$ cat config.mk
export PLATFORM = sky130hd
export DESIGN_NAME = alu_share_arbiter
export DESIGN_NICKNAME = d
export VERILOG_FILES = /design/src/rtl/alu_pkg.sv /design/src/rtl/alu_share_arbiter_rr_arb2.sv /design/src/rtl/alu_share_arbiter.sv
export SDC_FILE = /design/constraint.sdc
export NUM_CORES = 1
export LEC_CHECK = 0
export CORE_AREA = 4 4 106 108
export DETAILED_ROUTE_END_ITERATION = 8
export DIE_AREA = 0 0 110 112
export GPL_TIMING_DRIVEN = 0
export PLACE_DENSITY = 0.78
export SLEW_MARGIN = 20
export SYNTH_ARGS = -nofsm -noshare
export SYNTH_HDL_FRONTEND = slang
export SYNTH_SLANG_ARGS = --single-unit
export TNS_END_PERCENT = 30
$ cat constraint.sdc
create_clock -name clk -period 2 [get_ports clk]
set_input_delay 0.3 -clock clk [delete_from_list [all_inputs] [get_ports clk]]
set_output_delay 0.3 -clock clk [all_outputs]
set_load 0.02 [all_outputs]
$ cat src/rtl/alu_pkg.sv
// Shared ALU definitions: control-code constants, code width and the
// response-slot state encoding used by the ALU share arbiter.
package alu_pkg;

  localparam int ALU_OP_W = 4;

  localparam logic [ALU_OP_W-1:0] ALU_ADD = 4'b0000;
  localparam logic [ALU_OP_W-1:0] ALU_SUB = 4'b0001;
  localparam logic [ALU_OP_W-1:0] ALU_AND = 4'b0010;
  localparam logic [ALU_OP_W-1:0] ALU_OR  = 4'b0011;
  localparam logic [ALU_OP_W-1:0] ALU_XOR = 4'b0100;

  typedef enum logic {
    IDLE = 1'b0,
    FULL = 1'b1
  } arb_state_t;

endpackage

$ cat src/rtl/alu_share_arbiter_rr_arb2.sv
// Two-way round-robin grant. The pointer remembers the last winner so that
// under continuous contention the grants alternate. Reset points at
// requester 1, which makes requester 0 win the first contended grant.
module rr_arb2 (
  input  logic       clk,
  input  logic       rst_n,
  input  logic       en,
  input  logic [1:0] req,
  output logic       gnt_vld,
  output logic       gnt_id
);

  logic last;

  // Pick the lone requester, or the one that did not win last time.
  always_comb begin
    gnt_id  = (req == 2'b11) ? ~last : req[1];
    gnt_vld = en & (|req);
  end

  // Advance the pointer only when a grant is actually taken.
  always_ff @(posedge clk or negedge rst_n) begin
    if (!rst_n)       last <= 1'b1;
    else if (gnt_vld) last <= gnt_id;
  end

endmodule

$ cat src/rtl/alu_share_arbiter.sv
// Shares one external combinational ALU between two requesters. One request
// is granted per cycle (round-robin), driven onto the ALU, and its result is
// captured into a single response slot tagged with the requester id.
// Optional build macro ALU_ARB_OPCHECK_EN: illegal opcodes are still accepted
// but executed as ADD, reported with rsp_err=1 and rsp_data=0.
module alu_share_arbiter
  import alu_pkg::*;
#(
  parameter int WIDTH = 32,
  parameter int OP_W  = ALU_OP_W
) (
  input  logic             clk,
  input  logic             rst_n,
  input  logic             req0_valid,
  output logic             req0_ready,
  input  logic [OP_W-1:0]  req0_op,
  input  logic [WIDTH-1:0] req0_a,
  input  logic [WIDTH-1:0] req0_b,
  input  logic             req1_valid,
  output logic             req1_ready,
  input  logic [OP_W-1:0]  req1_op,
  input  logic [WIDTH-1:0] req1_a,
  input  logic [WIDTH-1:0] req1_b,
  output logic [OP_W-1:0]  alu_ctrl,
  output logic [WIDTH-1:0] alu_a,
  output logic [WIDTH-1:0] alu_b,
  input  logic [WIDTH-1:0] alu_result,
  input  logic             alu_zero,
  output logic             rsp_valid,
  input  logic             rsp_ready,
  output logic             rsp_id,
  output logic [WIDTH-1:0] rsp_data,
  output logic             rsp_zero,
  output logic             rsp_err
);

  arb_state_t       state;
  logic             can_accept;
  logic             gnt_vld;
  logic             gnt_id;
  logic             op_bad;
  logic [OP_W-1:0]  sel_op;
  logic [WIDTH-1:0] sel_a;
  logic [WIDTH-1:0] sel_b;

  // The slot can take a new result when empty or when it is drained this cycle.
  assign can_accept = (state == IDLE) || rsp_ready;

  rr_arb2 u_arb (
    .clk     (clk),
    .rst_n   (rst_n),
    .en      (can_accept),
    .req     ({req1_valid, req0_valid}),
    .gnt_vld (gnt_vld),
    .gnt_id  (gnt_id)
  );

  assign req0_ready = gnt_vld & ~gnt_id;
  assign req1_ready = gnt_vld &  gnt_id;

  // Route the granted requester's operation.
  always_comb begin
    sel_op = gnt_id ? req1_op : req0_op;
    sel_a  = gnt_id ? req1_a  : req0_a;
    sel_b  = gnt_id ? req1_b  : req0_b;
  end

`ifdef ALU_ARB_OPCHECK_EN
  assign op_bad = gnt_vld && (sel_op > OP_W'(ALU_XOR));
`else
  assign op_bad = 1'b0;
`endif

  // Drive the shared ALU only while a grant is live; park it at zero otherwise.
  always_comb begin
    alu_ctrl = '0;
    alu_a    = '0;
    alu_b    = '0;
    if (gnt_vld) begin
      alu_ctrl = op_bad ? '0 : sel_op;
      alu_a    = sel_a;
      alu_b    = sel_b;
    end
  end

  // Response slot FSM: capture on accept, empty on drain, hold under backpressure.
  always_ff @(posedge clk or negedge rst_n) begin
    if (!rst_n) begin
      state     <= IDLE;
      rsp_valid <= 1'b0;
      rsp_id    <= 1'b0;
      rsp_data  <= '0;
      rsp_zero  <= 1'b0;
    end else if (gnt_vld) begin
      state     <= FULL;
      rsp_valid <= 1'b1;
      rsp_id    <= gnt_id;
      rsp_data  <= op_bad ? '0 : alu_result;
      rsp_zero  <= alu_zero;
    end else if (state == FULL && rsp_ready) begin
      state     <= IDLE;
      rsp_valid <= 1'b0;
    end
  end

`ifdef ALU_ARB_OPCHECK_EN
  // Error flag travels with the captured result.
  always_ff @(posedge clk or negedge rst_n) begin
    if (!rst_n)       rsp_err <= 1'b0;
    else if (gnt_vld) rsp_err <= op_bad;
  end
`else
  assign rsp_err = 1'b0;
`endif

endmodule

==> qor.yml <==
cp-end-kind: "output port"
vias_per_cell: 4.50
max-vdd-ir-drop_mv: 0.475
grt.met2_usage_pct: 32.5
r2r-end: "rsp_data[23]$_DFFE_PN0P_"
drt-total-wl_um: 11500
switchingPower_mw: 0.963
antenna_left: 0
yosys.area_share.simple_pct: 2.06
worst_hold_slack_ns: 0.445
synthCells: 172
synthAdderAreaFrac_pct: 0
swShare_pct: 32.0
synth_top_family_by_area: "compound AO/OA/AOI/OAI gates"
syn_area_per_cell_um2: 12.4
final.fill_count: 921
rows: 37
wl_per_cell_um: 19.1
worst_slack_ns: -0.0802
min_to: "rsp_valid$_DFFE_PN0P_"
die_height_um: 112
area_growth_pct: 155
synth.top_cell.area_share_pct: 41.2
dr.first_iter.drc_count: 122
ys_seq_elements: 36
start_kind: "flop"
grt_usage_pct: 17.0
antenna_found_initial: 1
finalHoldViolCount: 0
portBuffers: 278
grt_start_max_net_pins: 22
crit_fanout: 10
htree_num_levels: 2
grt_use_met3_pct: 4.99
dieArea_mm2: 0.0123
violations: "negative setup slack"
cts-root-buf: "clkbuf_8"
power.density_mw_per_mm2: 555
drv_cap: 0
worstSetupPathType: "flop to output port"
gp_congestion: 0.882
cts_tree: "done"
yosysTopAreaCell: "dfrtp_1"
synthMuxAreaShare_pct: 18.9
leakage_nw: 2.35
final-seq-area_um2: 902
clkLatencyLatePin_ns: 0.28
min_path_type: "input pin to flop"
critPathRequiredTime_ns: 1.70
finClkSkew_ns: 0.00636
first_pass_iters: 4
initial_core_util_pct: 20.8
drc_errors: 0
yosys-top-cells-area: "dfrtp_1, a22o_1, mux2_2"
num_vias: 2716
overflow: 0
setup_viol: 42
min_from: "rsp_ready"
clk_pin_slew_ns: 0.07
drive_gt1_share_pct: 30.3
grt_pass1_vias: 2944
clk_path_buf_depth: 2
final_core_util_pct: 52.9
rrSetupSlack_ns: 0.46
rsz0062_at_grt: "true"
die_x_um: 110
crit_path_top_delay_cell: "dfstp_2"
core_mm2: 0.0102
synth_cell_types: 21
cts.sinks: 36
grt_use_met1_pct: 17.3
dp_hpwl_um: 9840
max_freq_ghz: 0.481
ios: 280
fin_nets: 639
grt_pass1_wl_um: 16100
path_cells: "nand2b_1 > and3_4 > buf_12 > buf_8 > a22o_1 > buf_6"
slew_violations: 0
synth_area_mm2: 0.00213
syn_nets: 346
finalCritPeriodShare_pct: 104
synth_compound_area_share_pct: 29.0
worstPathArrival_ns: 1.78
worstRegToRegCells: 5
multiInputGateArea_mm2: 0.00110
comb_power_share_pct: 52.8
grt.busiest_layer: "met2"
rr_startpoint: "rsp_valid$_DFFE_PN0P_"
min_period_ns: 2.08
outcome: "finished, violations left"
clockPowerShare_pct: 17.8
synth_warnings: 0
seq_power_share_pct: 29.4
internal_power_mw: 2.04
tns_ns: -1.51
whs_path_depth: 3
slowest_delay_ns: 0.56
synthXorXnorAreaFrac_pct: 0
ys_seq_area_share_pct: 42.4
cts_buffers: 5
## cell usage in the layout, fill, tap and decap left out, types with 3 or more instances in the layout
cell type        netlist  layout
clkdlybuf4s50_1        0     204
a22o_1                65      63
buf_6                  1      52
dfrtp_1               35      35
mux2_2                33      33
buf_4                  8      16
buf_2                  6      11
clkbuf_8               0       8
buf_8                  2       6
dlygate4sd2_1          0       6
nor2_1                 4       4
mux2i_1                3       3
## metal layers
metal	wire length, um	vias up
met5	0	-
met4	212	0
met3	1180	12
met2	6280	166
met1	3820	1281
li1	-	1257
## final cells by class
class                   count  share of cell area (%)
plain buffers              19                    4.04
clock inverters             1                   0.139
multi-input cells         116                    20.3
diodes                      1                  0.0462
clock buffers               7                    1.59
well taps                 136                    3.14
repair buffers            287                    54.1
flip-flops and latches     36                    16.7
## registers in the layout, indices dropped and copies added, names as in the netlist
signal and count:
rsp_id 1, rsp_zero 1, rsp_valid 1, u_arb.last 1
rsp_data 32
## worst max path at each step
stage	to	start	cells past startpoint	slack [ns]
2_1_floorplan	alu_a[25]	u_arb.last$_DFFE_PN1P_	4	0.16
3_3_place_gp	alu_b[6]	rsp_ready	6	-0.92
3_5_place_dp	alu_b[6]	rsp_ready	6	-0.92
4_1_cts	alu_b[6]	u_arb.last$_DFFE_PN1P_	5	-0.15
5_1_grt	alu_a[22]	u_arb.last$_DFFE_PN1P_	6	-0.13
6_report	alu_a[22]	u_arb.last$_DFFE_PN1P_	6	-0.08
## synth_stat cells (all sizes together)
library cell / count
o21ai: 1
and2: 1
nor2: 4
conb: 1
dfrtp: 35
o21a: 1
nand2b: 2
buf: 18
a21boi: 1
nand2: 1
clkbuf: 2
mux2: 33
a22o: 65
and3: 1
mux2i: 3
a21o: 2
dfstp: 1
## metrics by stage
| stage | instances | area (um2) | setup slack, ns | power, mW |
|---|---|---|---|---|
| CTS | 599 | 5250 | -0.154 | 2.98 |
| finish | 603 | 5420 | -0.0802 | 3.01 |
| global route | 603 | 5420 | -0.133 | 3.15 |
| detailed placement | 587 | 5100 | -0.916 | 2.41 |
| floorplan | 172 | 2130 | 0.158 | 1.52 |
| global placement | 586 | 5080 | -0.921 | 2.38 |
## cells by family (layout without fill, tap and decap cells)
group           count (synthesis)  in the layout
compound gates                 70             70
mux                            36             36
flops                          36             36
buf+inv                        20            314
simple gates                    9              9
other cells                     1              2
## power groups by stage
stage	Sequential, mW	Combinational [mW]	Clock (mW)
floorplan	1.02	0.502	0
global placement	0.891	1.49	0
detailed placement	0.901	1.51	0
CTS	0.889	1.54	0.550
global route	0.901	1.67	0.584
finish	0.886	1.59	0.535
## worst max-delay path: cells and delay by family (launching register included)
family | cells | cell delay [ns]
buffers and inverters | 3 | 0.42
flip-flops | 1 | 0.56
AO/OA/AOI/OAI | 1 | 0.18
AND/OR/NAND/NOR | 2 | 0.34
## repair_timing
item / CTS / global route
gates cloned: 2 / 1
gates resized for setup: 368 / 44
hold buffers: 1 / 0
pin swaps: 29 / 13
setup endpoints to repair: 70 / 66
endpoints found under the hold margin: 14 / 0
setup buffers: 2 / 2
(Power assumes the default switching activity.)
